--- config.mk ---
export PLATFORM = sky130hd
export DESIGN_NAME = lcd8080_responder_flat
export DESIGN_NICKNAME = d
export VERILOG_FILES = /design/src/rtl/lcd8080_pkg.sv /design/src/rtl/lcd8080_responder_if.sv /design/src/rtl/lcd8080_sync_edge.sv /design/src/rtl/lcd8080_responder.sv /design/src/flat_wrapper.sv
export SDC_FILE = /design/constraint.sdc
export NUM_CORES = 1
export LEC_CHECK = 0
export CORE_MARGIN = 8
export CORE_UTILIZATION = 50
export DETAILED_ROUTE_END_ITERATION = 8
export MAX_ROUTING_LAYER = met4
export PLACE_DENSITY = 0.72
export SYNTH_ARGS = -nofsm -noshare
export SYNTH_HDL_FRONTEND = slang
export SYNTH_SLANG_ARGS = --single-unit
--- constraint.sdc ---
create_clock -name clk -period 3 [get_ports clk]
set_input_delay 0.45 -clock clk [delete_from_list [all_inputs] [get_ports clk]]
set_output_delay 0.45 -clock clk [all_outputs]
set_load 0.01 [all_outputs]
--- src/rtl/lcd8080_pkg.sv ---
// lcd8080_pkg: shared types and constants for the 8080-bus LCD responder.
package lcd8080_pkg;

  localparam int BUS_W      = 16;
  localparam int SYNC_DEPTH = 3;

  typedef enum logic [2:0] {
    ST_IDLE  = 3'd0,
    ST_CASET = 3'd1,
    ST_PASET = 3'd2,
    ST_RAMWR = 3'd3,
    ST_RDID  = 3'd4
  } state_e;

  localparam logic [7:0] OP_NOP     = 8'h00;
  localparam logic [7:0] OP_SWRESET = 8'h01;
  localparam logic [7:0] OP_DISPOFF = 8'h28;
  localparam logic [7:0] OP_DISPON  = 8'h29;
  localparam logic [7:0] OP_CASET   = 8'h2A;
  localparam logic [7:0] OP_PASET   = 8'h2B;
  localparam logic [7:0] OP_RAMWR   = 8'h2C;
  localparam logic [7:0] OP_RDID    = 8'h04;

endpackage

--- src/rtl/lcd8080_responder_if.sv ---
// lcd8080_responder_if: 8080-style 16-bit LCD bus between host (master) and panel (slave).
interface lcd8080_responder_if;
  import lcd8080_pkg::*;

  logic             lcd_cs_n;
  logic             lcd_wr_n;
  logic             lcd_rd_n;
  logic             lcd_dc_n;
  logic             lcd_lcdreset_n;
  logic [BUS_W-1:0] lcd_data_in;
  logic [BUS_W-1:0] lcd_data_out;
  logic             lcd_data_oe;

  modport master (
    output lcd_cs_n, lcd_wr_n, lcd_rd_n, lcd_dc_n, lcd_lcdreset_n, lcd_data_in,
    input  lcd_data_out, lcd_data_oe
  );

  modport slave (
    input  lcd_cs_n, lcd_wr_n, lcd_rd_n, lcd_dc_n, lcd_lcdreset_n, lcd_data_in,
    output lcd_data_out, lcd_data_oe
  );
endinterface

--- src/rtl/lcd8080_sync_edge.sv ---
// lcd8080_sync_edge: N-bit two-flop synchronizer plus one extra stage for edge detection.
module lcd8080_sync_edge
  import lcd8080_pkg::*;
#(
  parameter int unsigned    N    = 1,
  parameter logic [N-1:0]   INIT = '0
) (
  input  logic         clk,
  input  logic         reset_n,
  input  logic [N-1:0] d,
  output logic [N-1:0] q,
  output logic [N-1:0] q_d,
  output logic [N-1:0] rise,
  output logic [N-1:0] fall
);

  logic [N-1:0] sync_p [SYNC_DEPTH];

  // Shift the asynchronous pins through the synchronizer and edge-detect stage
  always_ff @(posedge clk or negedge reset_n) begin
    if (!reset_n) begin
      for (int i = 0; i < SYNC_DEPTH; i++) sync_p[i] <= INIT;
    end else begin
      sync_p[0] <= d;
      for (int i = 1; i < SYNC_DEPTH; i++) sync_p[i] <= sync_p[i-1];
    end
  end

  assign q    = sync_p[SYNC_DEPTH-2];
  assign q_d  = sync_p[SYNC_DEPTH-1];
  assign rise = q & ~q_d;
  assign fall = ~q & q_d;

endmodule

--- src/rtl/lcd8080_responder.sv ---
// lcd8080_responder: panel-side endpoint for the 16-bit 8080 LCD bus.
// Decodes commands, CASET/PASET windows, RAMWR pixel streams and Read-ID.
// Build macro LCD8080_RESP_STATS_EN adds saturating pix_count/cmd_count outputs.
module lcd8080_responder
  import lcd8080_pkg::*;
#(
  parameter int unsigned XW     = 9,
  parameter int unsigned YW     = 9,
  parameter int unsigned XMAX   = 239,
  parameter int unsigned YMAX   = 319,
  parameter logic [23:0] ID_VAL = 24'h009341
) (
  input  logic              clk,
  input  logic              reset_n,
  lcd8080_responder_if.slave bus,
  output logic              pix_valid,
  output logic [XW-1:0]     pix_x,
  output logic [YW-1:0]     pix_y,
  output logic [15:0]       pix_data,
  output logic              disp_on,
  output logic              proto_err
`ifdef LCD8080_RESP_STATS_EN
  ,
  output logic [31:0]       pix_count,
  output logic [15:0]       cmd_count
`endif
);

  function automatic logic [7:0] rdid_byte(input logic [2:0] idx);
    case (idx)
      3'd1:    return ID_VAL[23:16];
      3'd2:    return ID_VAL[15:8];
      3'd3:    return ID_VAL[7:0];
      default: return 8'h00;
    endcase
  endfunction

  logic [3:0]  ctl_q, ctl_rise, ctl_fall, unused_ctl_q_d;
  logic [16:0] dat_q_d, unused_dat_q, unused_dat_rise, unused_dat_fall;
  logic        unused_edges;

  // control bit order: {lcdreset_n, rd_n, wr_n, cs_n}
  lcd8080_sync_edge #(.N(4), .INIT(4'b1111)) u_sync_ctl (
    .clk(clk), .reset_n(reset_n),
    .d({bus.lcd_lcdreset_n, bus.lcd_rd_n, bus.lcd_wr_n, bus.lcd_cs_n}),
    .q(ctl_q), .q_d(unused_ctl_q_d), .rise(ctl_rise), .fall(ctl_fall)
  );

  lcd8080_sync_edge #(.N(17), .INIT(17'h0)) u_sync_dat (
    .clk(clk), .reset_n(reset_n),
    .d({bus.lcd_dc_n, bus.lcd_data_in}),
    .q(unused_dat_q), .q_d(dat_q_d), .rise(unused_dat_rise), .fall(unused_dat_fall)
  );

  assign unused_edges = ^{ctl_rise[3:2], ctl_rise[0], ctl_fall[3], ctl_fall[1:0]};

  logic cs_s, wr_s, rd_s, lrst_s, wr_evt, rd_evt;
  assign cs_s   = ctl_q[0];
  assign wr_s   = ctl_q[1];
  assign rd_s   = ctl_q[2];
  assign lrst_s = ctl_q[3];
  assign wr_evt = ctl_rise[1] & ~cs_s;
  assign rd_evt = ctl_fall[2] & ~cs_s;

  logic        vld_p3, dc_p3, soft_rst, oe;
  logic [15:0] data_p3, data_out;

  // Stage p3: register the write event; a panel reset drops a write in flight
  always_ff @(posedge clk or negedge reset_n) begin
    if (!reset_n)    vld_p3 <= 1'b0;
    else if (!lrst_s) vld_p3 <= 1'b0;
    else             vld_p3 <= wr_evt;
  end

  // Stage p3: dc/data captured from the same synchronizer stage as the pre-edge wr_n
  always_ff @(posedge clk) begin
    dc_p3   <= dat_q_d[16];
    data_p3 <= dat_q_d[15:0];
  end

  assign soft_rst = ~lrst_s | (vld_p3 & ~dc_p3 & (data_p3[7:0] == OP_SWRESET));

  state_e        state;
  logic [1:0]    pidx;
  logic [2:0]    rd_idx;
  logic [7:0]    prm_b0, prm_b1, prm_b2;
  logic [XW-1:0] sc, ec, x;
  logic [YW-1:0] sp, ep, y;

  // Command/parameter FSM, pixel address generator, read data and error flag
  always_ff @(posedge clk or negedge reset_n) begin
    if (!reset_n) begin
      state <= ST_IDLE; pidx <= '0; rd_idx <= '0;
      prm_b0 <= '0; prm_b1 <= '0; prm_b2 <= '0;
      sc <= '0; ec <= XW'(XMAX); sp <= '0; ep <= YW'(YMAX); x <= '0; y <= '0;
      pix_valid <= 1'b0; pix_x <= '0; pix_y <= '0; pix_data <= '0;
      disp_on <= 1'b0; proto_err <= 1'b0; data_out <= '0;
    end else if (soft_rst) begin
      state <= ST_IDLE; pidx <= '0; rd_idx <= '0;
      prm_b0 <= '0; prm_b1 <= '0; prm_b2 <= '0;
      sc <= '0; ec <= XW'(XMAX); sp <= '0; ep <= YW'(YMAX); x <= '0; y <= '0;
      pix_valid <= 1'b0; pix_x <= '0; pix_y <= '0; pix_data <= '0;
      disp_on <= 1'b0; proto_err <= 1'b0; data_out <= '0;
    end else begin
      pix_valid <= 1'b0;
      if ((vld_p3 && oe) || (!wr_s && !rd_s && !cs_s)) proto_err <= 1'b1;

      if (rd_evt) begin
        if (state == ST_RDID) begin
          data_out <= {8'h00, rdid_byte(rd_idx)};
          if (rd_idx != 3'd4) rd_idx <= rd_idx + 3'd1;
        end else begin
          data_out <= '0;
        end
      end

      if (vld_p3 && !dc_p3) begin
        // every command aborts whatever sequence was in progress
        state  <= ST_IDLE;
        pidx   <= '0;
        rd_idx <= '0;
        case (data_p3[7:0])
          OP_DISPOFF: disp_on <= 1'b0;
          OP_DISPON:  disp_on <= 1'b1;
          OP_CASET:   state <= ST_CASET;
          OP_PASET:   state <= ST_PASET;
          OP_RDID:    state <= ST_RDID;
          OP_RAMWR: begin
            state <= ST_RAMWR;
            x     <= sc;
            y     <= sp;
          end
          default: ;
        endcase
      end else if (vld_p3) begin
        case (state)
          ST_CASET, ST_PASET: begin
            pidx <= pidx + 2'd1;
            case (pidx)
              2'd0: prm_b0 <= data_p3[7:0];
              2'd1: prm_b1 <= data_p3[7:0];
              2'd2: prm_b2 <= data_p3[7:0];
              default: begin
                // both ends of the window change together on the last byte
                if (state == ST_CASET) begin
                  sc <= XW'({prm_b0, prm_b1});
                  ec <= XW'({prm_b2, data_p3[7:0]});
                end else begin
                  sp <= YW'({prm_b0, prm_b1});
                  ep <= YW'({prm_b2, data_p3[7:0]});
                end
                state <= ST_IDLE;
              end
            endcase
          end
          ST_RAMWR: begin
            pix_valid <= 1'b1;
            pix_x     <= x;
            pix_y     <= y;
            pix_data  <= data_p3;
            if (x == ec) begin
              x <= sc;
              y <= (y == ep) ? sp : y + YW'(1);
            end else begin
              x <= x + XW'(1);
            end
          end
          default: ;
        endcase
      end
    end
  end

  // Bus drive enable: set by a qualified read fall, held until rd_n or cs_n rises
  always_ff @(posedge clk or negedge reset_n) begin
    if (!reset_n)      oe <= 1'b0;
    else if (soft_rst) oe <= 1'b0;
    else               oe <= (oe | rd_evt) & ~rd_s & ~cs_s;
  end

  assign bus.lcd_data_out = data_out;
  assign bus.lcd_data_oe  = oe;

`ifdef LCD8080_RESP_STATS_EN
  // Saturating activity counters
  always_ff @(posedge clk or negedge reset_n) begin
    if (!reset_n) begin
      pix_count <= '0;
      cmd_count <= '0;
    end else if (soft_rst) begin
      pix_count <= '0;
      cmd_count <= '0;
    end else begin
      if (pix_valid && (pix_count != '1)) pix_count <= pix_count + 32'd1;
      if (vld_p3 && !dc_p3 && (cmd_count != '1)) cmd_count <= cmd_count + 16'd1;
    end
  end
`endif

endmodule

--- src/flat_wrapper.sv ---
// flat-port wrapper written by rule: the top's interface ports become plain ports
module lcd8080_responder_flat import lcd8080_pkg::*;
#(
  parameter int unsigned XW     = 9,
  parameter int unsigned YW     = 9,
  parameter int unsigned XMAX   = 239,
  parameter int unsigned YMAX   = 319,
  parameter logic [23:0] ID_VAL = 24'h009341
)
  (clk, reset_n, pix_valid, pix_x, pix_y, pix_data, disp_on, proto_err, bus_lcd_cs_n, bus_lcd_wr_n, bus_lcd_rd_n, bus_lcd_dc_n, bus_lcd_lcdreset_n, bus_lcd_data_in, bus_lcd_data_out, bus_lcd_data_oe);
  lcd8080_responder_if bus_i ();
  input  logic clk;
  input  logic reset_n;
  output logic pix_valid;
  output logic [XW-1:0] pix_x;
  output logic [YW-1:0] pix_y;
  output logic [15:0] pix_data;
  output logic disp_on;
  output logic proto_err;
  input wire logic [$bits(bus_i.lcd_cs_n)-1:0] bus_lcd_cs_n;
  input wire logic [$bits(bus_i.lcd_wr_n)-1:0] bus_lcd_wr_n;
  input wire logic [$bits(bus_i.lcd_rd_n)-1:0] bus_lcd_rd_n;
  input wire logic [$bits(bus_i.lcd_dc_n)-1:0] bus_lcd_dc_n;
  input wire logic [$bits(bus_i.lcd_lcdreset_n)-1:0] bus_lcd_lcdreset_n;
  input wire logic [$bits(bus_i.lcd_data_in)-1:0] bus_lcd_data_in;
  output wire logic [$bits(bus_i.lcd_data_out)-1:0] bus_lcd_data_out;
  output wire logic [$bits(bus_i.lcd_data_oe)-1:0] bus_lcd_data_oe;
  assign bus_i.lcd_cs_n = bus_lcd_cs_n;
  assign bus_i.lcd_wr_n = bus_lcd_wr_n;
  assign bus_i.lcd_rd_n = bus_lcd_rd_n;
  assign bus_i.lcd_dc_n = bus_lcd_dc_n;
  assign bus_i.lcd_lcdreset_n = bus_lcd_lcdreset_n;
  assign bus_i.lcd_data_in = bus_lcd_data_in;
  assign bus_lcd_data_out = bus_i.lcd_data_out;
  assign bus_lcd_data_oe = bus_i.lcd_data_oe;
  lcd8080_responder #(.XW(XW), .YW(YW), .XMAX(XMAX), .YMAX(YMAX), .ID_VAL(ID_VAL)) u_core (.clk(clk), .reset_n(reset_n), .bus(bus_i), .pix_valid(pix_valid), .pix_x(pix_x), .pix_y(pix_y), .pix_data(pix_data), .disp_on(disp_on), .proto_err(proto_err));
endmodule
## Word level (Yosys, flattened, before mapping)

Index checks and enable logic that the tools add are counted.

| cells by class | value |
|---|---|
| equality and inequality tests | 23 |
| add/subtract/negate cells | 4 |
| reductions and logical operators | 42 |
| bitwise operators | 16 |
| muxes and demuxes | 94 |

Operator list:

| operator | count |
|---|---|
| 9-bit two-way mux | 45 |
| 16-bit two-way mux | 6 |
| 8-bit two-way mux | 6 |
| 8-bit by 6-bit equality test with 1-bit output, second input constant | 5 |
| 3-bit two-way mux | 10 |
| 3-bit nonzero test | 8 |
| 1-bit two-way mux | 20 |
| 2-bit nonzero test | 10 |
| 9-bit by 1-bit adder with 9-bit output, second input constant | 2 |
| 9-bit equality test | 2 |
| 8-bit one-hot mux with 2 select lines | 1 |
| 4-bit AND reduction | 4 |
| 3-bit by 2-bit equality test with 1-bit output, second input constant | 4 |
| 3-bit one-hot mux with 4 select lines | 1 |
| 3-bit AND reduction | 4 |
| 5-bit AND reduction | 2 |
| 8-bit by 1-bit equality test with 1-bit output, second input constant | 1 |
| 8-bit by 3-bit equality test with 1-bit output, second input constant | 1 |
| 2-bit two-way mux | 4 |
| 1-bit bitwise AND | 6 |
| 2-bit by 1-bit inequality test with 1-bit output, second input constant | 3 |
| 1-bit logical AND | 4 |
| 1-bit logical NOT | 4 |
| 1-bit NOT | 4 |
| 20 further kinds | 22 |

| word-level totals | value |
|---|---|
| logic and storage cells | 208 |
| input bits | 23 |
| register bits | 206 |
| output and inout bits | 54 |

## Longest topological paths before layout

| logic depth | value |
|---|---|
| word-level depth | 7 |
| mapped depth | 8 |
| gate-level depth less buffers | 6 |

## Hierarchy

Synthesis repeated with hierarchy kept, for this count alone.

| unflattened totals | value |
|---|---|
| cell total of the unflattened synthesis | 797 |
| area total of the unflattened synthesis | 8396.8 um^2 |

Modules (own cells, without submodules):

| module | sequential area each (um^2) | instances | area each (um^2) | cells an instance |
|---|---|---|---|---|
| lcd8080_responder | 3210.6 | 1 | 6122.1 | 650 |
| lcd8080_sync_edge at u_core.u_sync_dat | 1276.2 | 1 | 1829.3 | 119 |
| lcd8080_sync_edge at u_core.u_sync_ctl | 315.3 | 1 | 445.4 | 28 |

## Least setup slack after synthesis

Ideal clock, no wire load.

| path | value |
|---|---|
| kind | reg-to-reg |
| start point | register u_core.data_p3[1] |
| end point | register u_core.x[0] |
| period minus slack after synthesis | 1.849 ns |
| buffers on the path | 2 |
| required time | 2.874 ns |
| arrival | 1.723 ns |
| stages on the path, launching flop included | 7 |
| setup slack | 1.151 ns |
| setup time | 0.126 ns |
| cells stage by stage | dfxtp_1 buf_6 or3b_4 or2_4 o211a_1 buf_6 a221o_1 |

| on the way | value |
|---|---|
| cells in the longest elaborated chain, start to end | 5 |
| elaborated cells on any way between the ends | 9 |
| classes of those cells | 3 x eq/ne; 1 x mux; 2 x bitwise; 3 x reduce/logical |

Ends and longest elaborated chain:

| what | RTL line | text |
|---|---|---|
| start: declaration | lcd8080_responder.sv:66 | `logic [15:0] data_p3, data_out;` |
| start signal: assignment | lcd8080_responder.sv:78 | `data_p3 <= dat_q_d[15:0];` |
| 8-bit by 1-bit equality test with 1-bit output | lcd8080_responder.sv:81 | `assign soft_rst = ~lrst_s \| (vld_p3 & ~dc_p3 & (data_p3[7:0] == OP_SWRESET));` |
| 1-bit bitwise AND | lcd8080_responder.sv:81 |  |
| 1-bit bitwise OR | lcd8080_responder.sv:81 |  |
| 3-bit by 2-bit inequality test with 1-bit output (no line) / 3-bit nonzero test (equally long branches) | - |  |
| 3-bit AND reduction (no line) | - |  |
| end signal: assignment | lcd8080_responder.sv:165 | `x <= x + XW'(1);` |
| end: declaration | lcd8080_responder.sv:87 | `logic [XW-1:0] sc, ec, x;` |

Several ways; a longest one is shown, not always the timed one.
A chain may end at the register's enable or synchronous reset.

## Worst setup path in the final report

| path | value |
|---|---|
| start point | register u_core.u_sync_ctl.sync_p (netlist bit u_core.u_sync_ctl.q[3]) |
| end point | register u_core.y[6] |

| on the way | value |
|---|---|
| cells in the longest elaborated chain, start to end | 4 |
| elaborated cells on any way between the ends | 8 |
| classes of those cells | 1 x eq/ne; 1 x mux; 2 x bitwise; 4 x reduce/logical |

Ends and longest elaborated chain:

| what | RTL line | text |
|---|---|---|
| start: declaration | lcd8080_sync_edge.sv:17 | `logic [N-1:0] sync_p [SYNC_DEPTH];` |
| 1-bit NOT (*) | lcd8080_responder.sv:81 |  |
| 1-bit bitwise OR (*) | lcd8080_responder.sv:81 |  |
| 3-bit by 2-bit inequality test with 1-bit output (no line) / 3-bit nonzero test (equally long branches) | - |  |
| 4-bit AND reduction (no line) | - |  |
| end signal: assignment | lcd8080_responder.sv:131 | `y <= sp;` |
| end signal: assignment | lcd8080_responder.sv:163 | `y <= (y == ep) ? sp : y + YW'(1);` |
| end: declaration | lcd8080_responder.sv:88 | `logic [YW-1:0] sp, ep, y;` |

Every way passes the cells marked *; elsewhere a longest branch is shown, timed or not.

==> flow_summary.yaml <==
status:
  status: "completed"
die:
  io_pins: 77
  core_um2: 15000
  initial_core_util_pct: 50.6
  die_w_um: 139
  die-area_um2: 19400
  placementRows: 45
  fp.dieH_um: 139
setup_path:
  r2r_slack_ns: 0.84
  critPathLaunchType: "flip-flop"
  rr_startpoint: "u_core.u_sync_ctl.q[3]"
  critical-path-top-delay-family: "compound AO/OA/AOI/OAI gates"
  cp.required_ns: 3.35
  cp_num_buf_inv: 0
  max_stage_delay_ns: 0.72
  cp_slowest_cell: "a31oi_1"
  path_class: "flip-flop to flip-flop"
  worst_r2r_path_depth: 4
  path_cells: "nand2_1 -> a31oi_1 -> a22oi_1 -> o22ai_1"
  crit_arrival_ns: 2.51
  rr_endpoint: "u_core.y[6]"
  crit_path_max_fanout: 13
  end_kind: "flip-flop"
  crit_start: "u_core.u_sync_ctl.q[3]"
sta:
  setup_viol_count_final: 0
  worst_slack_ns: 0.835
  post-route-min-period_ns: 2.16
  fmax_mhz: 462
  finClkSkew_ns: 0.00944
  hold_slack_ns: 0.00966
  relSlewSlack_pct: 44.7
  tightest_slew_ns: 0.824
  fin_setup_tns_ns: 0
  final_max_slew_viol_count: 0
  rsz0062_at_grt: "no"
  hold_viol_final: 0
  fin_crit_sh_pct: 72.2
yosys:
  synth_warnings: 0
  avgSynthCellArea_um2: 11.5
  synth.distinct_cells: 57
  ys_ff_latch: 192
  yosysTopAreaCellShare_pct: 49.7
  async_flop_share_pct: 91.1
  synth_area_um2: 7600
  synth-main-ff-cell: "dfrtp_1"
  syn_inst: 660
  synth_common_cells: "dfrtp_1 (151), nand2_1 (99), mux2i_1 (64)"
  post-synth-top-count-cell: "dfrtp_1"
  synth.area.top_cells: "dfrtp_1 (50%), mux2i_1 (8.4%), dfstp_2 (8.3%)"
  ys_seq_area_share_pct: 62.5
  synth_edf_count: 0
  yosys.area.top_type: "dfrtp_1"
cts:
  cts_tree: "yes"
  clk_latency_ns: 0.43
  path_clk_slew_ns: 0.07
  root_buffer: "clkbuf_16"
  clk_path_buf_depth: 2
  cts_setup_buffers: 0
  cts.sinks: 192
  cts_hold_buf: 0
  cts_max_level: 4
  cts_resized: 0
  cts_inserted_buffers: 17
grt:
  grt_pass1_vias: 5307
  grt_max_degree: 66
  grtUsageTotal_pct: 18.6
  antenna_found_initial: 0
  overflow: 0
  grt_pass1_wl_um: 27700
hold_path:
  hold_path.class: "primary input to asynchronous set/reset pin"
cells_and_area:
  area_growth_pct: 18.1
  finalNonFillerCells: 927
  n_antenna_cell: 0
  nNetsFinal: 759
  final_util_pct: 59.7
  fin_area_um2: 8970
  drive_gt1_share_pct: 11.5
detailed_routing:
  drc: 0
  vias: 5061
  firstDrtPassIters: 5
  drtIter0Drc: 367
  wirelength_um: 16700
  ant_nets: 0
  wl_per_cell_um: 18.0
  vias_per_cell: 5.46
power_and_ir_drop:
  irDropWorstVdd_mv: 0.495
  finalPower_mw: 5.02
  p_leak_nw: 3.88
  powerDensity_nw_per_um2: 560
place:
  place_area_um2: 8400
  dp_hpwl_um: 11500
  dp.cells: 895
  pre_cts_ws_ns: 0.892
  gp_congestion: 0.839
  port_buffers: 65
flow_run:
  drv_cap: 0
## final cells by class
| cell class | count | area, um2 |
|---|---|---|
| clock buffer | 22 | 485 |
| inverter | 23 | 86.3 |
| clock inverter | 10 | 91.3 |
| sequential | 192 | 4750 |
| timing repair buffer | 79 | 769 |
| multi-input combinational | 413 | 2560 |
| tap | 188 | 235 |
| fill | 1205 | 6060 |
## where the power goes
group / total [mW] / switching (mW) / internal (mW)
registers: 2.68 / 0.0359 / 2.65
clock network: 2.18 / 1.00 / 1.18
logic: 0.158 / 0.102 / 0.0564
total: 5.02 / 1.14 / 3.88
## layer usage
layer  wire length, um  global-route usage [%]  vias to the layer above  part of all wire, %
li1                  -                       -                     2340                    -
met1              7140                    22.0                     2549                   43
met2              8350                    30.3                      146                   50
met3               816                    4.48                       26                  4.9
met4               386                    7.16                        0                  2.3
met5                 0                       -                        -                    0
## kinds of logic after synthesis
logic type / Yosys count / synth area share (%)
flops: 192 / 62.5
mux: 64 / 8.43
xor+xnor: 22 / 2.54
simple gates: 211 / 12.5
buf+inv: 65 / 4.59
fa+ha+maj: 10 / 1.65
other cells: 1 / 0.0493
compound gates: 95 / 7.77
## state kept, by name (all words and copies together), names as in the netlist, 16 cells and up
name	flops
u_core.pix_data	16
u_core.u_sync_dat.q_d	17
u_core.u_sync_dat.sync_p	17
u_core.data_p3	16
u_core.u_sync_dat.q	17
## placed cells by master, fill, tap and decap left out, types with 5 or more instances in the layout
master / netlist / final
a21oi_1: 40 / 40
dfstp_2: 24 / 24
ha_1: 10 / 10
dfxtp_1: 17 / 17
nor3_1: 8 / 7
dfrtp_1: 151 / 151
nand3_1: 14 / 14
clkbuf_16: 0 / 18
o22ai_1: 14 / 14
a31oi_1: 10 / 10
a22oi_1: 7 / 7
buf_4: 14 / 13
conb_1: 1 / 11
clkdlybuf4s50_1: 0 / 64
or2_2: 5 / 5
inv_1: 23 / 23
xor2_1: 18 / 18
nand2_1: 99 / 99
mux2i_1: 64 / 64
o21ai_0: 5 / 5
nor2_1: 57 / 56
## worst max path at each step
| stage | depth (start not counted) | end | slack [ns] |
|---|---|---|---|
| floorplan | 6 | u_core.x[0] | 1.15 |
| global placement | 4 | u_core.y[4] | 0.96 |
| detailed placement | 4 | u_core.y[6] | 0.89 |
| CTS | 4 | u_core.y[4] | 0.86 |
| global route | 4 | u_core.y[4] | 0.71 |
| finish | 4 | u_core.y[6] | 0.84 |
Power figures use the tool's default switching activity.
